`config.mk`:
```
export PLATFORM = sky130hd
export DESIGN_NAME = xosera_host_bus
export DESIGN_NICKNAME = d
export VERILOG_FILES = /design/src/rtl/xosera_host_bus.sv
export SDC_FILE = /design/constraint.sdc
export NUM_CORES = 1
export LEC_CHECK = 0
export CORE_MARGIN = 1
export CORE_UTILIZATION = 60
export CTS_CLUSTER_SIZE = 12
export DETAILED_ROUTE_END_ITERATION = 8
export DONT_BUFFER_PORTS = 1
export PLACE_DENSITY = 0.78
export SLEW_MARGIN = 30
export SYNTH_ARGS = -nofsm -noshare
export SYNTH_HDL_FRONTEND = slang
export SYNTH_SLANG_ARGS = --single-unit
```
`constraint.sdc`:
```
create_clock -name clk -period 4.6 [get_ports clk]
set_input_delay 0.23 -clock clk [delete_from_list [all_inputs] [get_ports clk]]
set_output_delay 0.23 -clock clk [all_outputs]
set_load 0.1 [all_outputs]
```
`src/rtl/xosera_host_bus.sv`:
```
// rtl/xosera_host_bus.sv - host-side initiator for the Xosera 8-bit register bus
// Byte-cycle sequencer with programmable setup/strobe/hold plus a synchronised sticky interrupt flag.
module xosera_host_bus #(
  parameter int SETUP_CYC  = 2,
  parameter int STROBE_CYC = 4,
  parameter int HOLD_CYC   = 2
) (
  input  logic        clk,
  input  logic        reset_i,
  input  logic        req_valid_i,
  output logic        req_ready_o,
  input  logic        req_wr_i,
  input  logic        req_byte_i,
  input  logic        req_bytesel_i,
  input  logic [3:0]  req_reg_i,
  input  logic [15:0] req_data_i,
  output logic        rsp_valid_o,
  output logic [15:0] rsp_data_o,
  output logic        bus_cs_n_o,
  output logic        bus_rd_nwr_o,
  output logic [3:0]  bus_reg_num_o,
  output logic        bus_bytesel_o,
  output logic [7:0]  bus_data_o,
  output logic        bus_data_oe_o,
  input  logic [7:0]  bus_data_i,
  input  logic        bus_intr_i,
  output logic        intr_pending_o,
  input  logic        intr_ack_i
);

  localparam int MAX_ST = (SETUP_CYC > STROBE_CYC) ? SETUP_CYC : STROBE_CYC;
  localparam int MAX_CYC = (MAX_ST > HOLD_CYC) ? MAX_ST : HOLD_CYC;
  localparam int CW = (MAX_CYC < 1) ? 1 : $clog2(MAX_CYC + 1);
  localparam logic [CW-1:0] SETUP_LD  = CW'(SETUP_CYC - 1);
  localparam logic [CW-1:0] STROBE_LD = CW'(STROBE_CYC - 1);
  localparam logic [CW-1:0] HOLD_LD   = CW'(HOLD_CYC - 1);

  typedef enum logic [2:0] {
    ST_IDLE,
    ST_SETUP,
    ST_STROBE,
    ST_HOLD,
    ST_DONE
  } state_t;

  state_t      state, state_nx;
  logic [CW-1:0] cnt, cnt_nx;
  logic        wr_q, wr_nx;
  logic        byte_q, byte_nx;
  logic [7:0]  odd_q, odd_nx;

  logic        ready_nx;
  logic        rsp_valid_nx;
  logic [15:0] rsp_data_nx;
  logic        cs_n_nx;
  logic        rd_nwr_nx;
  logic [3:0]  reg_num_nx;
  logic        bytesel_nx;
  logic [7:0]  bdata_nx;
  logic        oe_nx;

  logic        intr_s1, intr_s2, intr_s3;
  logic        intr_edge;

  always_ff @(posedge clk or posedge reset_i) begin
    if (reset_i) begin
      state         <= ST_IDLE;
      cnt           <= '0;
      wr_q          <= 1'b0;
      byte_q        <= 1'b0;
      odd_q         <= 8'h00;
      req_ready_o   <= 1'b1;
      rsp_valid_o   <= 1'b0;
      rsp_data_o    <= 16'h0000;
      bus_cs_n_o    <= 1'b1;
      bus_rd_nwr_o  <= 1'b1;
      bus_reg_num_o <= 4'h0;
      bus_bytesel_o <= 1'b0;
      bus_data_o    <= 8'h00;
      bus_data_oe_o <= 1'b0;
    end else begin
      state         <= state_nx;
      cnt           <= cnt_nx;
      wr_q          <= wr_nx;
      byte_q        <= byte_nx;
      odd_q         <= odd_nx;
      req_ready_o   <= ready_nx;
      rsp_valid_o   <= rsp_valid_nx;
      rsp_data_o    <= rsp_data_nx;
      bus_cs_n_o    <= cs_n_nx;
      bus_rd_nwr_o  <= rd_nwr_nx;
      bus_reg_num_o <= reg_num_nx;
      bus_bytesel_o <= bytesel_nx;
      bus_data_o    <= bdata_nx;
      bus_data_oe_o <= oe_nx;
    end
  end

  // Outputs are computed one state ahead so every bus pin comes straight from a flop.
  always_comb begin
    state_nx     = state;
    cnt_nx       = cnt;
    wr_nx        = wr_q;
    byte_nx      = byte_q;
    odd_nx       = odd_q;
    ready_nx     = req_ready_o;
    rsp_valid_nx = 1'b0;
    rsp_data_nx  = rsp_data_o;
    cs_n_nx      = bus_cs_n_o;
    rd_nwr_nx    = bus_rd_nwr_o;
    reg_num_nx   = bus_reg_num_o;
    bytesel_nx   = bus_bytesel_o;
    bdata_nx     = bus_data_o;
    oe_nx        = bus_data_oe_o;

    case (state)
      ST_IDLE: begin
        ready_nx = 1'b1;
        if (req_valid_i && req_ready_o) begin
          state_nx    = ST_SETUP;
          cnt_nx      = SETUP_LD;
          wr_nx       = req_wr_i;
          byte_nx     = req_byte_i;
          odd_nx      = req_data_i[7:0];
          ready_nx    = 1'b0;
          rsp_data_nx = 16'h0000;
          cs_n_nx     = 1'b1;
          rd_nwr_nx   = ~req_wr_i;
          reg_num_nx  = req_reg_i;
          oe_nx       = req_wr_i;
          bytesel_nx  = req_byte_i ? req_bytesel_i : 1'b0;
          if (!req_wr_i)
            bdata_nx = 8'h00;
          else if (req_byte_i && req_bytesel_i)
            bdata_nx = req_data_i[7:0];
          else
            bdata_nx = req_data_i[15:8];
        end
      end
      ST_SETUP: begin
        if (cnt == '0) begin
          state_nx = ST_STROBE;
          cnt_nx   = STROBE_LD;
          cs_n_nx  = 1'b0;
        end else begin
          cnt_nx = cnt - 1'b1;
        end
      end
      ST_STROBE: begin
        if (cnt == '0) begin
          state_nx = ST_HOLD;
          cnt_nx   = HOLD_LD;
          cs_n_nx  = 1'b1;
          if (!wr_q) begin
            if (bus_bytesel_o)
              rsp_data_nx[7:0] = bus_data_i;
            else
              rsp_data_nx[15:8] = bus_data_i;
          end
        end else begin
          cnt_nx = cnt - 1'b1;
        end
      end
      ST_HOLD: begin
        if (cnt == '0) begin
          // A word always starts on the even lane, so lane 0 here means the odd byte is still owed.
          if (!byte_q && !bus_bytesel_o) begin
            state_nx   = ST_SETUP;
            cnt_nx     = SETUP_LD;
            bytesel_nx = 1'b1;
            bdata_nx   = wr_q ? odd_q : 8'h00;
          end else begin
            state_nx     = ST_DONE;
            rsp_valid_nx = 1'b1;
            oe_nx        = 1'b0;
            rd_nwr_nx    = 1'b1;
          end
        end else begin
          cnt_nx = cnt - 1'b1;
        end
      end
      ST_DONE: begin
        state_nx = ST_IDLE;
        ready_nx = 1'b1;
      end
      default: begin
        state_nx = ST_IDLE;
        ready_nx = 1'b1;
      end
    endcase
  end

  assign intr_edge = intr_s2 & ~intr_s3;

  // A fresh edge beats a simultaneous ack so no interrupt is ever lost.
  always_ff @(posedge clk or posedge reset_i) begin
    if (reset_i) begin
      intr_s1        <= 1'b0;
      intr_s2        <= 1'b0;
      intr_s3        <= 1'b0;
      intr_pending_o <= 1'b0;
    end else begin
      intr_s1 <= bus_intr_i;
      intr_s2 <= intr_s1;
      intr_s3 <= intr_s2;
      if (intr_edge)
        intr_pending_o <= 1'b1;
      else if (intr_ack_i)
        intr_pending_o <= 1'b0;
    end
  end

endmodule
```
# [Word level (Yosys, flattened, before mapping)]
# Index checks and enable logic that the tools add are counted.
[classes] n_addsub=1 n_lt_le_gt_ge=0 reduce_logical=21 shifts=0 eq_ne=13 n_div=0 n_mul=0 n_bitwise=3 n_mux=48
[ops] operator="$mux 8" count=8
[ops] operator="$mux 16" count=3
[ops] operator="$pmux 16 s2" count=1
[ops] operator="$mux 3" count=9
[ops] operator="$pmux 3 s4" count=2
[ops] operator="$mux 1" count=19
[ops] operator="$ne 2x2->1 const B" count=9
[ops] operator="$pmux 8 s2" count=1
[ops] operator="$reduce_and 4->1" count=4
[ops] operator="$reduce_and 5->1" count=2
[ops] operator="$pmux 1 s2" count=4
[ops] operator="$eq 3x2->1 const B" count=2
[ops] operator="$logic_not 3->1" count=2
[ops] operator="$reduce_bool 2->1" count=3
[ops] operator="$reduce_bool 4->1" count=1
[ops] operator="$eq 3x1->1 const B" count=1
[ops] operator="$logic_and 1x1->1" count=3
[ops] operator="$ne 3x3->1 const B" count=1
[ops] operator="$pmux 1 s3" count=1
[ops] operator="$reduce_and 3->1" count=1
[ops] operator="$reduce_bool 3->1" count=1
[ops] operator="$reduce_or 3->1" count=1
[ops] operator="$sub 3x1->3 const B" count=1
[ops] operator="$logic_not 1->1" count=2
[ops] operator="other kinds (3)" count=4
[word_totals] regBits=54 mem_count=0 elab_cells=105 inputBits=36 latchBits=0 mem_bits_rw=0 romBits=0

# [Longest topological paths before layout]
# Gate-level depths: netlist of the first run.
[logic_depth] ltp_word=5 ltp_mapped=7 mapped_depth_nobuf=4

# [Worst setup path before layout of the first run]
# Ideal clock, no wire load.
[synth_path] path_kind="reg2reg" startpoint="register req_ready_o" endpoint="register rsp_data_o[0]" path_slack_ns=2.588 path_stages_with_launch=7 t_required_ns=4.474 path_buffers=2 arrival_ns=1.885 cell_sequence="dfstp_2 > nand4bb_4 > buf_12 > nor2_8 > a31o_4 > buf_6 > mux2_4"
[synth_between] elab_chain_len=3
[synth_lines] item="start: declaration" line_no="11" text="output logic req_ready_o,"
[synth_lines] item="start signal: assignment" line_no="87" text="req_ready_o <= ready_nx;"
[synth_lines] item="$logic_and 1x1->1" line_no="119" text="if (req_valid_i && req_ready_o) begin"
[synth_lines] item="$ne 2x2->1 (no source line)"
[synth_lines] item="$reduce_and 5->1 (no source line)"
[synth_lines] item="end signal: assignment" line_no="89" text="rsp_data_o <= rsp_data_nx;"
[synth_lines] item="end: declaration" line_no="18" text="output logic [15:0] rsp_data_o,"
# No other way between the ends.
# A chain may end at the register's enable or synchronous reset.

# [Worst setup path after layout of the first run]
[layout_path] startpoint="register req_ready_o" endpoint="register rsp_data_o[6]"
# Same word-level chain as after synthesis.

==> flow_metrics.tcl, run 1 <==
set metrics [dict create \
    yosysSeqAreaShare 0.530 \
    syn_inst 188 \
    synthArstFlopShare 1.00 \
    grt_setup_unrepaired "no" \
    critPathKind "register to register" \
    grt_pass1_vias 1467 \
    diodes 0 \
    synth.net_count 224 \
    cts_tree "yes" \
    crit_slowest_cell "dfstp_2" \
    dieHeight_um 67.3 \
    num_vias 1476 \
    synth_edf_count 0 \
    wl_per_cell_um 19.1 \
    vias_per_cell 6.10 \
    finalSetupViolations 0 \
    yosysUniqueCellTypes 38 \
    htreeDepth 2 \
    dp.cells 231 \
    drv_slew 0 \
    cts_resized 0 \
    ios 71 \
    timing.final.crit_share 0.495 \
    multi_input_area_mm2 0.00109 \
    synth.cell_area_mm2 0.00256 \
    tns_ps 0 \
    busiest_layer "met2" \
    numCtsBuffers 5 \
    antenna_found_initial 0 \
    ys_ff_latch 54 \
    drc 0 \
    met1_usage 0.279 \
    insertion_delay_ps 310 \
    clockRootBuffer "clkbuf_8" \
    first_pass_iters 4 \
    period_minus_slack_ps 2280 \
    wl_um 4620 \
    die-area_mm2 0.00453 \
    yosys_warnings 0 \
    clock_sinks 54 \
    ant_nets 0 \
    holdBufCountCts 2 \
    final_nets 227 \
    postCtsSetupBuffers 0 \
    clk_pin_slew_ps 100 \
    grt_pass1_wl_um 7220 \
    layout.cells.non_filler 242 \
    crit_path_end_kind "register" \
    grt_max_degree 55 \
    drive_gt1_frac 0.328 \
    worstPathMaxFanout 18 \
    critPathBufInv 0 \
    die_w_um 67.3 \
    grtUsageMet2 0.359 \
    layout_common_cells "dfrtp_1 (50), mux2_2 (30), and2_1 (9), inv_1 (9), a21oi_1 (9)" \
    areaGrowthSynthToFinish_pct 5.19 \
    first_iter_violations 68 \
    worst_pin_slew_ps 953 \
    initial_core_util 0.630 \
    critical-path-top-delay-family "flip-flops" \
    required_ps 4800 \
    row_count 23 \
    synth_ff_type "dfrtp_1" \
    gp_congestion 0.809 \
    core-area_mm2 0.00406 \
    grtUsageTotal 0.222 \
    drv_cap 0 \
    critPathLaunchType "register" \
    dp_hpwl_um 3340 \
    slew_headroom 0.365 \
    hold_path_class "input pin to register" \
    nFillCells 296 \
    groute.layer.met3.usage 0.0777 \
    worst_ep_arrival_time_ps 2480 \
    clock_skew_ps 4.25 \
    path_cells "nand4bb_4, nor2_8, a31o_4, mux2_4" \
    final_common_cell "dfrtp_1" \
    grt_overflow 0 \
    syn_avg_cell_area_um2 13.6 \
    ff_latch_area_mm2 0.00136 \
    portBuffers 0 \
    critPathMaxStageDelay_ps 920 \
    fmax_mhz 439 \
    status "finished, final reports clean" \
    hold_viol_final 0 \
    clk_path_buf_depth 2 \
]
Yosys cell counts, drive strengths merged (3+ instances only):
library cell,n,area share
a211oi,3,0.0088
a21oi,10,0.024
and2,9,0.022
buf,7,0.030
dfrtp,51,0.50
dfstp,3,0.031
inv,10,0.015
mux2,38,0.18
mux2i,8,0.031
nand2,8,0.013
nor2,9,0.020
o21ai,3,0.0059
o22ai,4,0.015
o2bb2ai,8,0.027
or3,3,0.012
registers in the layout, indices dropped and copies added, names as in the netlist:
| signal | count |
|---|---|
| bus_bytesel_o | 1 |
| bus_cs_n_o | 1 |
| bus_data_o | 8 |
| bus_data_oe_o | 1 |
| bus_rd_nwr_o | 1 |
| bus_reg_num_o | 4 |
| byte_q | 1 |
| cnt | 3 |
| intr_pending_o | 1 |
| intr_s1 | 1 |
| intr_s2 | 1 |
| intr_s3 | 1 |
| odd_q | 8 |
| req_ready_o | 1 |
| rsp_data_o | 16 |
| rsp_valid_o | 1 |
| state | 3 |
| wr_q | 1 |
metal layers:
| layer | part of all wire | wire, µm |
|---|---|---|
| met1 | 0.41 | 1910 |
| met4 | 0.014 | 63 |
| met3 | 0.067 | 311 |
| met2 | 0.51 | 2340 |
| met5 | 0 | 0 |
path summary, 6_finish.rpt:
check / start / to / slack [ps] / cells past startpoint
setup / recovery: req_ready_o / rsp_data_o[6] / 2320 / 4
min in group asynchronous: reset_i / bus_reg_num_o[1] / 480 / 2
setup reg to reg: req_ready_o / rsp_data_o[6] / 2320 / 4
hold / removal: req_wr_i / wr_q / 40 / 2
max in group asynchronous: reset_i / bus_bytesel_o / 3660 / 2
hold reg to reg: intr_s1 / intr_s2 / 360 / 0
stage by stage:
stage | utilization | hold WS, ps | area (µm²) | setup WS [ps]
after floorplan | - | 261 | 2560 | 2590
after CTS | 0.660 | 13.1 | 2680 | 2320
final | 0.663 | 42.4 | 2690 | 2320
after global routing | 0.663 | 49.2 | 2690 | 2230
after global placement | 0.626 | 261 | 2540 | 2390
after detailed placement | 0.627 | 242 | 2540 | 2320
logic make-up (layout without fill, tap and decap cells):
group                  Yosys count  in the layout  share of synthesized area
buffers and inverters           17             21                     0.0450
AND/OR/NAND/NOR                 36             36                      0.106
flip-flops                      54             54                      0.530
XOR/XNOR                         1              1                    0.00343
multiplexers                    46             46                      0.210
AO/OA/AOI/OAI                   34             34                      0.105
layout make-up:
cell class              count  area share
clock buffers               5      0.0256
multi-input cells         117       0.404
repair buffers              3      0.0112
clock inverters             3      0.0168
inverters                  10      0.0149
well taps                  50      0.0233
flip-flops and latches     54       0.504
Power of run 1 is left out: the tool's default activity adds up to more than one toggle a clock period on the data nets, which glitch-free logic cannot reach.
==> inputs of run 2 (changes only) <==
--- a/config.mk
+++ b/config.mk
@@ -6,11 +6,11 @@
 export NUM_CORES = 1
 export LEC_CHECK = 0
 export CORE_MARGIN = 1
-export CORE_UTILIZATION = 60
+export CORE_UTILIZATION = 56
 export CTS_CLUSTER_SIZE = 12
 export DETAILED_ROUTE_END_ITERATION = 8
 export DONT_BUFFER_PORTS = 1
-export PLACE_DENSITY = 0.78
+export PLACE_DENSITY = 0.76
 export SLEW_MARGIN = 30
 export SYNTH_ARGS = -nofsm -noshare
 export SYNTH_HDL_FRONTEND = slang
==> constraint.sdc (replaced) <==
create_clock -name clk -period 2 [get_ports clk]
set_input_delay 0.1 -clock clk [delete_from_list [all_inputs] [get_ports clk]]
set_output_delay 0.1 -clock clk [all_outputs]
set_load 0.1 [all_outputs]
==> run 2 against run 1 <==
Sequential cell count unchanged; fmax up 25%; die area up 6.9%; highest routed layer unchanged; critical path type unchanged; routed wire length up 9.9%.
==> flow_metrics.tcl, run 2 (synthesis gave the netlist of run 1 again) <==
set metrics [dict create \
    numCtsBuffers 5 \
    crit_path_end_kind "register" \
    holdBufCountCts 17 \
    critPathKind "register to register" \
    insertion_delay_ps 310 \
    ff_latch_area_mm2 0.00136 \
    drv_slew 0 \
    finalSetupViolations 0 \
    grtUsageTotal 0.229 \
    critical-path-top-delay-family "simple AND/OR/NAND/NOR gates" \
    die-area_mm2 0.00484 \
    grt_overflow 0 \
    grt_pass1_vias 1827 \
    clk_pin_slew_ps 90 \
    htreeDepth 2 \
    die_w_um 69.6 \
    crit_slowest_cell "dfrtp_1" \
    fmax_mhz 550 \
    portBuffers 0 \
    reg_top3 "rsp_data_o: 16 flops, bus_data_o: 8 flops, odd_q: 8 flops" \
    worstPathMaxFanout 9 \
    worst_pin_slew_ps 518 \
    clock_sinks 54 \
    tns_ps 0 \
    hold_viol_final 0 \
    drive_gt1_frac 0.418 \
    hold_path_class "input pin to register" \
    row_count 24 \
    wl_per_cell_um 16.9 \
    clock_skew_ps 11.7 \
    cts_tree "yes" \
    areaGrowthSynthToFinish_pct 22.3 \
    vias_per_cell 5.62 \
    num_vias 1693 \
    nFillCells 302 \
    postCtsSetupBuffers 0 \
    cts_resized 0 \
    gp_congestion 0.893 \
    ant_nets 0 \
    slew_headroom 0.654 \
    ios 71 \
    critPathBufInv 0 \
    wl_um 5080 \
    multi_input_area_mm2 0.00109 \
    period_minus_slack_ps 1820 \
    final_common_cell "dfrtp_1" \
    status "finished, final reports clean" \
    final_nets 284 \
    worst_ep_arrival_time_ps 2010 \
    dp_hpwl_um 3660 \
    timing.final.crit_share 0.909 \
    regToRegSetupSlack_ps 180 \
    clockRootBuffer "clkbuf_8" \
    drc 0 \
    layout_common_cells "dfrtp_1 (51), buf_4 (43), mux2_2 (30), dlygate4sd3_1 (17)" \
    clk_path_buf_depth 2 \
    grt_pass1_wl_um 8590 \
    grt_setup_unrepaired "no" \
    antenna_found_initial 0 \
    critPathMaxStageDelay_ps 490 \
    first_iter_violations 88 \
    largest_reg_flops 16 \
    core-area_mm2 0.00438 \
    critPathLaunchType "register" \
    required_ps 2190 \
    diodes 0 \
    first_pass_iters 4 \
    largest-register "rsp_data_o" \
    dieHeight_um 69.6 \
    drv_cap 0 \
    path_cells "nand4bb_4, nor2_8, a31o_4, mux2_4" \
    grt_max_degree 36 \
    initial_core_util 0.583 \
]
run 2: cell count changes in the layout (fill, tap and decap cells not counted), sizes merged:
cell | previous run | this run
clkbuf | 5 | 6
bufinv | 1 | 0
buf | 0 | 43
clkinv | 0 | 2
dlygate4sd3 | 3 | 17
clkinvlp | 2 | 0
run 2: area by class of cell:
class	instances	share of cell area
Tap cell	52	0.0208
Sequential cell	54	0.435
Inverter	10	0.0120
Multi-Input combinational cell	117	0.347
Timing Repair Buffer	60	0.158
Clock inverter	2	0.00440
Clock buffer	6	0.0232
run 2: worst paths after layout:
path	end	depth (start not counted)	start
min	bus_data_oe_o	2	req_wr_i
min in group asynchronous	bus_data_o[1]	3	reset_i
min reg2reg	intr_s2	0	intr_s1
max	rsp_data_o[4]	4	state[1]
max in group asynchronous	intr_s1	3	reset_i
max reg2reg	rsp_data_o[4]	4	state[1]
run 2: worst reg2reg max path, cell delays in order (launching register included):
cell	delay, ps
dfrtp_1	490
nand4bb_4	420
nor2_8	250
a31o_4	230
mux2_4	320
run 2: metal layers:
layer	global-route usage	share of wire	vias up
li1	-	-	793
met1	0.278	0.42	826
met2	0.392	0.50	65
met3	0.0727	0.065	9
met4	0.0658	0.015	0
met5	0	0	-
run 2: metrics by stage:
stage | setup slack (ps) | area (µm²) | hold WS, ps | instances | util
detailed placement | 173 | 2870 | 26.5 | 276 | 0.655
finish | 182 | 3130 | 9.54 | 301 | 0.713
global placement | 243 | 2870 | 21.8 | 276 | 0.655
global route | 91.6 | 3130 | 53.3 | 301 | 0.713
floorplan | 6.92 | 2560 | 131 | 188 | -
CTS | 177 | 3130 | 3.36 | 301 | 0.713
Power of run 2 is left out for the same reason.
